==> config.mk <==
export PLATFORM = sky130hd
export DESIGN_NAME = ram_arbiter
export DESIGN_NICKNAME = d
export VERILOG_FILES = /design/src/rtl/ram_arbiter.sv
export SDC_FILE = /design/constraint.sdc
export NUM_CORES = 1
export LEC_CHECK = 0
export ABC_AREA = 1
export CAP_MARGIN = 5
export CORE_MARGIN = 4
export CORE_UTILIZATION = 46
export DETAILED_ROUTE_END_ITERATION = 8
export DONT_BUFFER_PORTS = 1
export GPL_ROUTABILITY_DRIVEN = 0
export GPL_TIMING_DRIVEN = 0
export PLACE_DENSITY = 0.65
export SYNTH_ARGS = -nofsm -noshare
export SYNTH_HDL_FRONTEND = slang
export SYNTH_SLANG_ARGS = --single-unit
==> constraint.sdc <==
create_clock -name i_clk -period 3 [get_ports i_clk]
set_input_delay 0.45 -clock i_clk [delete_from_list [all_inputs] [get_ports i_clk]]
set_output_delay 0.45 -clock i_clk [all_outputs]
set_load 0.005 [all_outputs]
==> src/rtl/ram_arbiter.sv <==
// Round-robin arbiter sharing one single-port synchronous RAM between two requesters,
// with an optional lock and tagged read-data return.
module ram_arbiter #(
    parameter int ADDR_W = 6,
    parameter int DATA_W = 8
) (
    input  logic              i_clk,
    input  logic              i_rst_n,
    input  logic              i_req0,
    input  logic              i_req1,
    input  logic              i_we0,
    input  logic              i_we1,
    input  logic              i_lock0,
    input  logic              i_lock1,
    input  logic [ADDR_W-1:0] i_addr0,
    input  logic [ADDR_W-1:0] i_addr1,
    input  logic [DATA_W-1:0] i_wdata0,
    input  logic [DATA_W-1:0] i_wdata1,
    output logic              o_gnt0,
    output logic              o_gnt1,
    output logic              o_rvalid0,
    output logic              o_rvalid1,
    output logic [DATA_W-1:0] o_rdata,
    output logic              o_ram_ce,
    output logic              o_ram_we,
    output logic [ADDR_W-1:0] o_ram_addr,
    output logic [DATA_W-1:0] o_ram_wdata,
    input  logic [DATA_W-1:0] i_ram_rdata
);

    logic              last_gnt_q, last_gnt_d;
    logic              lock_q, lock_d;
    logic              lock_owner_q, lock_owner_d;

    logic              ram_ce_q, ram_we_q;
    logic [ADDR_W-1:0] ram_addr_q;
    logic [DATA_W-1:0] ram_wdata_q;

    logic              rd_v1_q, rd_id1_q, rd_v2_q, rd_id2_q;
    logic              rvalid0_q, rvalid1_q;
    logic [DATA_W-1:0] rdata_q;

    logic              gnt0, gnt1, gnt_any, owner_req;
    logic              sel_we, sel_lock;
    logic [ADDR_W-1:0] sel_addr;
    logic [DATA_W-1:0] sel_wdata;

    // When the lock owner has dropped its request the lock is treated as gone,
    // so plain round-robin lets the other requester in during the same cycle.
    always_comb begin
        gnt0      = 1'b0;
        gnt1      = 1'b0;
        owner_req = lock_owner_q ? i_req1 : i_req0;
        if (!i_rst_n) begin
            gnt0 = 1'b0;
            gnt1 = 1'b0;
        end else if (lock_q && owner_req) begin
            gnt0 = ~lock_owner_q;
            gnt1 = lock_owner_q;
        end else if (i_req0 && i_req1) begin
            gnt0 = last_gnt_q;
            gnt1 = ~last_gnt_q;
        end else begin
            gnt0 = i_req0;
            gnt1 = i_req1;
        end
    end

    assign gnt_any   = gnt0 | gnt1;
    assign sel_we    = gnt1 ? i_we1    : i_we0;
    assign sel_lock  = gnt1 ? i_lock1  : i_lock0;
    assign sel_addr  = gnt1 ? i_addr1  : i_addr0;
    assign sel_wdata = gnt1 ? i_wdata1 : i_wdata0;

    // A locked cycle without a grant can only mean the owner went idle, which releases it.
    always_comb begin
        last_gnt_d   = last_gnt_q;
        lock_d       = 1'b0;
        lock_owner_d = lock_owner_q;
        if (gnt_any) begin
            last_gnt_d   = gnt1;
            lock_d       = sel_lock;
            lock_owner_d = gnt1;
        end
    end

    always_ff @(posedge i_clk) begin
        if (!i_rst_n) begin
            last_gnt_q   <= 1'b1;
            lock_q       <= 1'b0;
            lock_owner_q <= 1'b0;
        end else begin
            last_gnt_q   <= last_gnt_d;
            lock_q       <= lock_d;
            lock_owner_q <= lock_owner_d;
        end
    end

    always_ff @(posedge i_clk) begin
        if (!i_rst_n) begin
            ram_ce_q    <= 1'b0;
            ram_we_q    <= 1'b0;
            ram_addr_q  <= '0;
            ram_wdata_q <= '0;
        end else begin
            ram_ce_q <= gnt_any;
            ram_we_q <= gnt_any & sel_we;
            if (gnt_any) begin
                ram_addr_q  <= sel_addr;
                ram_wdata_q <= sel_we ? sel_wdata : '0;
            end
        end
    end

    // Tag pipeline: stage 1 aligns with the RAM port, stage 2 with i_ram_rdata.
    always_ff @(posedge i_clk) begin
        if (!i_rst_n) begin
            rd_v1_q   <= 1'b0;
            rd_id1_q  <= 1'b0;
            rd_v2_q   <= 1'b0;
            rd_id2_q  <= 1'b0;
            rvalid0_q <= 1'b0;
            rvalid1_q <= 1'b0;
            rdata_q   <= '0;
        end else begin
            rd_v1_q   <= gnt_any & ~sel_we;
            rd_id1_q  <= gnt1;
            rd_v2_q   <= rd_v1_q;
            rd_id2_q  <= rd_id1_q;
            rvalid0_q <= rd_v2_q & ~rd_id2_q;
            rvalid1_q <= rd_v2_q & rd_id2_q;
            if (rd_v2_q) begin
                rdata_q <= i_ram_rdata;
            end
        end
    end

    assign o_gnt0      = gnt0;
    assign o_gnt1      = gnt1;
    assign o_rvalid0   = rvalid0_q;
    assign o_rvalid1   = rvalid1_q;
    assign o_rdata     = rdata_q;
    assign o_ram_ce    = ram_ce_q;
    assign o_ram_we    = ram_we_q;
    assign o_ram_addr  = ram_addr_q;
    assign o_ram_wdata = ram_wdata_q;

endmodule

==> qor.yml <==
outcome:
  status: "complete, no violations"
detailed_routing:
  routed_wl_mm: 3.42
  ant_nets: 0
  drt_iter0_drc: 111
  drt-vias-per-instance: 5.50
  dr.pass1.iters: 4
  routedWlPerCell_um: 14.4
  num_vias: 1303
  drc: 0
cts:
  cts-resized-gates: 0
  postCtsSetupBuffers: 0
  cts_sinks: 33
  cts_tree: "built"
  clkTransAtPathRegs_ps: 100
  cts-root-buf: "clkbuf_4"
  ctsLongestPathBuffers: 2
  htreeDepth: 2
  numCtsBuffers: 5
  clock_latency_ps: 330
  ctsHoldBuffers: 0
timing:
  relSlewSlack_pct: 67.8
  worstMarginPinSlew_ps: 484
  worst_hold_slack_ps: 255
  finClkSkew_ps: 10.1
  hold_viol: 0
  slew_violations: 0
  worst_slack_ps: 1020
  finalCritPeriodShare_pct: 65.9
  fin_tns_setup_ps: 0
  max_freq_ghz: 0.506
  finalSetupViolCount: 0
  min_period_ps: 1980
  rsz0062_at_grt: "false"
synthesis:
  synth_cells: 198
  synth.area.top_cells: "dfxtp_1 (46%), nand2_1 (13%), nand3_1 (11%)"
  synth_cell_types: 22
  synth.most_common_cell: "nand2_1"
  synth_commonest_cells: "nand2_1 (51), dfxtp_1 (33), nand3_1 (30), inv_1 (20), nor2_1 (20)"
  synth_flop_cell: "dfxtp_1"
  synth-async-reset-ratio_pct: 0
  syn-mean-instance-area_um2: 7.20
  syn-num-nets: 242
  ys_seq_area_share_pct: 46.3
  syn-cell-area_um2: 1430
  yosys_warnings: 0
  yosys.area.top_type: "dfxtp_1"
  synth_edf_count: 0
  ys_ff_latch: 33
  synth_top_area_share_pct: 46.3
worst_setup_path:
  cp_data_arrival_time_ps: 1530
  critPathTopFamily: "simple AND/OR/NAND/NOR gates"
  crit_path_end_kind: "output pin"
  crit_chain: "inv_1, nand2_1, nand3_1, nand2_2, nand3_4, buf_6, inv_2"
  cp_max_fo: 10
  path_class: "flip-flop to output pin"
  cp_num_buf_inv: 3
  startpoint_type: "flip-flop"
  worstPathRequired_ps: 2550
  crit_path_max_incr_delay_ps: 380
  crit_path_top_delay_cell: "dfxtp_1"
floorplan:
  dieHeight_um: 63.7
  core_um2: 2850
  num_rows: 19
  die_x_um: 63.7
  die-area_um2: 4060
  initial_core_util_pct: 50.0
  num_io_pins: 72
placed_design:
  hpwlAfterDp_mm: 2.57
  place_ws_ps: 1300
  dp_cells: 229
  portBuffers: 0
layout:
  fin_cells: 237
  area_growth_pct: 7.63
  n_antenna_cell: 0
  layout-drive-gt1-share_pct: 11.2
  nNetsFinal: 249
grt:
  grt_pass1_wl_mm: 5.68
  grt_usage_pct: 18.1
  antenna_found_initial: 0
  grt_max_degree: 11
  overflow: 0
  grt_pass1_vias: 1242
power:
  p_switching_w: 0.000287
  p_clk_share_pct: 28.8
  total_power_w: 0.000971
  pwr-share-comb_pct: 17.2
  ir_drop_mv: 0.336
  swShare_pct: 29.6
  p_leak_nw: 0.807
  power_frac_seq_pct: 54.1
  power.internal_w: 0.000684
  p_per_area_nw_per_um2: 632
run:
  drv_cap: 0
worst_hold_path:
  hold_path.class: "input port to flip-flop"
cell type report:
| cell class | count | area, µm² |
|---|---|---|
| Buffer | 10 | 62.6 |
| Clock inverter | 1 | 5.00 |
| Fill cell | 294 | 1320 |
| Clock buffer | 7 | 65.1 |
| Tap cell | 31 | 38.8 |
| Inverter | 24 | 92.6 |
| Multi-Input combinational cell | 131 | 611 |
| Sequential cell | 33 | 661 |
power by group through the flow:
| stage | Sequential (W) | Combinational [W] | Clock [W] |
|---|---|---|---|
| 2_1_floorplan | 0.000526 | 0.000135 | 0 |
| 3_3_place_gp | 0.000535 | 0.000161 | 0 |
| 3_5_place_dp | 0.000537 | 0.000167 | 0 |
| 4_1_cts | 0.000526 | 0.000168 | 0.000292 |
| 5_1_grt | 0.000532 | 0.000192 | 0.000317 |
| 6_report | 0.000525 | 0.000167 | 0.000279 |
logic make-up (layout without fill, tap and decap cells):
| logic type | count (synthesis) | after routing | synth area share [%] |
|---|---|---|---|
| simple gates | 118 | 118 | 38.1 |
| buf+inv | 34 | 42 | 10.9 |
| flops | 33 | 33 | 46.3 |
| compound gates | 13 | 13 | 4.74 |
flip-flops by register name, indices dropped and copies added (netlist names):
register / cells
o_ram_ce: 1
o_rdata: 8
last_gnt_q: 1
o_ram_we: 1
o_rvalid1: 1
lock_q: 1
o_rvalid0: 1
rd_id2_q: 1
rd_v2_q: 1
lock_owner_q: 1
rd_v1_q: 1
rd_id1_q: 1
o_ram_wdata: 8
o_ram_addr: 6
stage by stage:
step	util, %	instance area, µm²
floorplan	-	1430
global placement	51.4	1470
detailed placement	51.4	1470
CTS	53.8	1540
global route	53.8	1540
finish	53.8	1540
metal layers:
metal	up-vias	routed length, µm	global-route usage (%)	share of wire (%)
li1	646	-	-	-
met1	581	1370	18.9	40
met2	68	1620	30.1	47
met3	8	347	8.53	10
met4	0	82	9.43	2.4
met5	-	0	0	0
path summary, 6_finish.rpt:
| kind | startpoint | end | slack, ps | cells past startpoint |
|---|---|---|---|---|
| hold reg to reg | rd_id2_q | o_rvalid0 | 420 | 1 |
| setup reg to reg | lock_owner_q | o_ram_addr[3] | 1500 | 10 |
| hold / removal | i_ram_rdata[7] | o_rdata[7] | 250 | 2 |
| setup / recovery | lock_owner_q | o_gnt1 | 1020 | 7 |
layout by cell type (no fill, tap or decap), drive strengths merged:
cell type and count:
a21oi 2, dfxtp 33, nor2 20, buf 8, nand3 31, nor3 1
o211ai 1, o21ai 10, nand4 10, clkinv 2, clkbuf 9, inv 23
nand2 56
No activity file was read; power rests on OpenSTA's default activity.
==> RTL change 1 (config.mk and constraints unchanged) <==
Make the reset (`i_rst_n`) asynchronous in 3 clocked blocks.
--- a/src/rtl/ram_arbiter.sv
+++ b/src/rtl/ram_arbiter.sv
@@ -85,5 +85,5 @@
     end
 
-    always_ff @(posedge i_clk) begin
+    always_ff @(posedge i_clk or negedge i_rst_n) begin
         if (!i_rst_n) begin
             last_gnt_q   <= 1'b1;
@@ -97,5 +97,5 @@
     end
 
-    always_ff @(posedge i_clk) begin
+    always_ff @(posedge i_clk or negedge i_rst_n) begin
         if (!i_rst_n) begin
             ram_ce_q    <= 1'b0;
@@ -114,5 +114,5 @@
 
     // Tag pipeline: stage 1 aligns with the RAM port, stage 2 with i_ram_rdata.
-    always_ff @(posedge i_clk) begin
+    always_ff @(posedge i_clk or negedge i_rst_n) begin
         if (!i_rst_n) begin
             rd_v1_q   <= 1'b0;
Function: differs if i_rst_n is asserted again (counterexample within 4 cycles, from zero or initial values and one cycle with i_rst_n low); with i_rst_n held inactive, the same outputs for 10 cycles.
==> RTL change 1 against the unedited design <==
Total power rose by 40%. Final cell count fell by 3.0%. Setup slack got worse by 63 ps. Synthesized area rose by 7.3%. Sequential power rose by 34%. Count of clock-buffer cells in the layout did not move. Core utilization rose by 0.54 points. Cell area rose by 11%. Worst hold slack got worse by 21 ps. Wire length rose by 1.1%. Global-route usage barely moved. Maximum frequency fell by 3.1%. Sequential cell count did not move. Largest cell class unchanged.
==> RTL change 1: results (changes against the unedited design) <==
| Metric | Value |
|---|---|
| Worst EP arrival | 1590 ps (+60 ps) |
| Status | finished, final reports clean |
| Layout cells sized above 1 | 17.2% (+6.0 points) |
| Crit path from | last_gnt_q$_DFFE_PN1P_ |
| Class of the worst hold path | primary input to flop |
| Pin count of the biggest net entering global routing | 34 (+23) |
| Lkg Pwr | 0.919 nW (+14%) |
| Top cells by count, synth | 79 x nand2_1, 32 x dfrtp_1, 9 x inv_1, 9 x nand4_1, 8 x nand3_1 |
| Root Buffer | clkbuf_4 |
| Clk_skew | 2.70 ps (-7.40 ps) |
| Aggregate routed wire length | 3.46 mm (+1.1%) |
| Top cells by area, synth | dfrtp_1 52%, nand2_1 19%, nand4_1 3.7% |
| Nets | 229 (-8.0%) |
| Met3 GRT Util | 7.69% (-0.83 points) |
| Met1 Resource Use GR | 20.4% (+1.4 points) |
| Synth Warn # | 0 (unchanged) |
| Hold_buf cts | 2 (+2) |
| TritonRoute pass-1 iters | 4 (unchanged) |
| # port buffers | 0 (unchanged) |
| Worst Tran Pin Value | 428 ps (-55.9 ps) |
| Synth Flop Type | dfrtp_1 |
| Via density | 5.23 (-4.9%) |
| Met2 Usage GRT | 30.7% (+0.55 points) |
| Seq/Total Area, Yosys | 54.0% (+7.7 points) |
| Iteration-0 DRC Markers | 39 (-65%) |
| Netlist cell types | 25 (+14%) |
| Antenna cell count | 0 (unchanged) |
| Total GRT Usage | 18.1% (+0.021 points) |
| Fillers | 313 (+6.5%) |
| Async S/R FF share, synth | 100% (+100 points) |
| Pre-CTS WS | 1300 ps (-1.41 ps) |
| Clock tree buffer depth | 2 (unchanged) |
| Peak fanout along the critical path | 10 (unchanged) |
| VDD IR max | 0.366 mV (+8.8%) |
| DP Area | 1590 um2 (+8.2%) |
| Setup bufs post-CTS | 0 (unchanged) |
| Global-route wire length before repair | 5.85 mm (+3.0%) |
| Worst Min Path Start | i_ram_rdata[0] |
| Cells resized by post-CTS repair | 0 (unchanged) |
| DP HPWL | 2.55 mm (-0.90%) |
| Vias in the first global route | 1226 (-1.3%) |
| Syn nets | 220 (-9.1%) |
==> RTL change 1: cell count changes after synthesis, moves of 5 or more <==
cell and delta:
dfxtp_1 -33, dfrtp_1 +32, nand2_1 +28, nand3_1 -22, nor2_1 -17, inv_1 -11
o21ai_0 -6, o211ai_1 +5
==> RTL change 1: area by class of cell <==
type,count,area share (%)
well taps,44,3.24
plain buffers,7,3.24
multi-input cells,121,34.7
flip-flops and latches,33,48.6
inverters,15,3.46
clock buffers,7,3.24
clock inverters,1,1.77
repair buffers,2,1.77
==> RTL change 1: cells by family after synthesis <==
logic type / synth area share (%)
simple gates: 33.1
flops: 54.0
buf+inv: 7.44
compound gates: 5.40
==> RTL change 1: path summary, 6_finish.rpt <==
kind,slack [ps],to,cells after the start
max,960,o_gnt1,6
min,230,o_rdata[0]$_DFFE_PN0P_,2
max reg2reg,1440,o_ram_wdata[5]$_DFFE_PN0P_,9
min reg2reg,360,rd_v2_q$_DFF_PN0_,0
max in group asynchronous,2190,last_gnt_q$_DFFE_PN1P_,2
min in group asynchronous,560,lock_q$_DFF_PN0_,2
==> RTL change 1: stage by stage <==
stage	hold WS (ps)	cells	total power [mW]	util [%]
floorplan	154	176	0.932	-
global route	199	230	1.47	54.4
finish	234	230	1.36	54.4
CTS	216	230	1.38	54.4
detailed placement	155	220	1.02	50.7
global placement	155	220	0.997	50.7
==> RTL change 1: routing by layer <==
layer / routed length, um / part of all wire (%) / vias up
met2: 1740 / 50 / 52
li1: - / - / 582
met5: 0 / 0 / -
met4: 52 / 1.5 / 0
met1: 1340 / 39 / 563
met3: 324 / 9.4 / 6
==> RTL change 1: worst max-delay path, cell delays in order, from the launching register on <==
cell and delay, ps:
dfstp_2 530, inv_1 60, o21ai_2 160, nand2_4 120, nand3_4 130, buf_4 190, inv_2 60
==> RTL change 1: report_power, final <==
group	switching, mW	total, mW	internal (mW)
registers	0.110	0.701	0.592
logic	0.203	0.316	0.114
clock network	0.146	0.345	0.199
total	0.458	1.36	0.904
==> RTL change 2 (config.mk and constraints unchanged) <==
Made on the original files. `DATA_W`: 8 -> 12.
--- a/src/rtl/ram_arbiter.sv
+++ b/src/rtl/ram_arbiter.sv
@@ -3,5 +3,5 @@
 module ram_arbiter #(
     parameter int ADDR_W = 6,
-    parameter int DATA_W = 8
+    parameter int DATA_W = 12
 ) (
     input  logic              i_clk,
Interface: changed (5 resized); port bits go from 72 to 92. No check against the original RTL was run, so the function may have changed too.
==> RTL change 2 against the unedited design <==
Cell area increased by 17%. Via count increased by 6.0%. Wire length rose by 15%. Worst hold slack worse by 27 ps. Sequential cell count up 8. Total power increased by 18%. Setup slack worse by 92 ps. Sequential power up 20%. Synthesized area is 16% higher. Critical endpoint unchanged. Largest cell class unchanged.
==> RTL change 2: results (changes against the unedited design) <==
| Metric | Value |
|---|---|
| Met1 wire length | 1.71 mm (+25%) |
| Clk_buf instances | 6 (-1) |
| Reg2Reg Capture Point | o_ram_addr[4]$_SDFFE_PN0P_ |
| Pin count of the biggest net entering global routing | 14 (+3) |
| Met1 Resource Use GR | 23.1% (+4.2 points) |
| Netlist cell types | 24 (+9.1%) |
| R2R setup slack | 1430 ps (-70 ps) |
| Worst Min Path Start | i_ram_rdata[1] |
| Nets | 287 (+15%) |
| Top cells by area, synth | dfxtp_1 49%, nand2_1 17%, o21ai_0 7.2% |
| Vias | 1381 (+6.0%) |
| Sequential share of cell area | 45.7% (+2.6 points) |
| NonClk Buf Share | 3.13% (-0.94 points) |
| Cells on worst reg2reg path | 9 (-1) |
| Worst skew pair latency | 350 ps (+20 ps) |
| Top cells by count, synth | 76 x nand2_1, 41 x dfxtp_1, 26 x nor2_1 |
| Inverter count | 12 (-50%) |
| Met3 GRT Util | 6.73% (-1.8 points) |
| Total GRT Usage | 18.3% (+0.22 points) |
| TritonRoute pass-1 iters | 4 (unchanged) |
| DP HPWL | 3.05 mm (+19%) |
| Peak fanout along the critical path | 10 (unchanged) |
| Met3 WL | 359 um (+3.5%) |
| Clk_skew | 5.59 ps (-4.51 ps) |
| Initial antenna violation count | 0 (unchanged) |
| Fillers | 361 (+23%) |
| Clock-cell share | 4.45% (-0.11 points) |
| Vias in the first global route | 1250 (+0.64%) |
| Crit-path leading delay family | buffers and inverters |
| Met2 Usage GRT | 26.7% (-3.4 points) |
| Lkg Pwr | 0.862 nW (+6.8%) |
| Post-synthesis compound-gate area fraction | 11.5% (+6.8 points) |
| Multi-input comb cells | 161 (+23%) |
| Worst-path clk slew | 120 ps (+20 ps) |
| Worst Tran Pin Value | 451 ps (-32.5 ps) |
| Setup bufs post-CTS | 0 (unchanged) |
| VDD IR max | 0.317 mV (-5.7%) |
| Worst EP arrival | 1620 ps (+90 ps) |
| Status | finished, final reports clean |
| Syn nets | 280 (+16%) |
| Multi-input combinational area share | 41.1% (+1.3 points) |
| Seq/Total Area, Yosys | 49.4% (+3.1 points) |
| Seq cells post-synth | 41 (+24%) |
| WL met2 | 1.82 mm (+12%) |
| Iteration-0 DRC Markers | 61 (-45%) |
| Global-route wire length before repair | 6.12 mm (+7.8%) |
| DR WL/cell | 14.2 um (-1.7%) |
| Layout cells sized above 1 | 12.1% (+0.90 points) |
[RTL change 2: cell types whose count changed in the layout (fill, tap and decap cells not counted), moves of 3 or more]
cell	delta
dfxtp_1	+8
nand3_1	-26
a21oi_1	+8
nor2_1	+6
clkbuf_1	+3
o21ai_0	+15
nand2_1	+25
or2_0	+4
inv_1	-12
nand4_1	-7
[RTL change 2: through the flow]
step                      cells  area, um2  worst slack [ps]  hold slack (ps)
after floorplan             224       1660              1390              390
after global placement      270       1720              1230              398
after detailed placement    270       1720              1210              400
after CTS                   278       1800               890              210
after global routing        278       1800               725              198
final                       278       1800               931              228
[RTL change 2: worst register-to-register path: cells and delay by family, from the launching register on]
family,cells,cell delay (ps)
buffers and inverters,3,470
and+or+nand+nor,4,400
DFF,1,390
AOI/OAI and AO/OA,2,240
[RTL change 2: report_power, final]
group	switching (mW)	internal (mW)	leakage, nW
clock network	0.182	0.178	0.0424
logic	0.102	0.0542	0.483
registers	0.0357	0.596	0.336
total	0.319	0.828	0.862
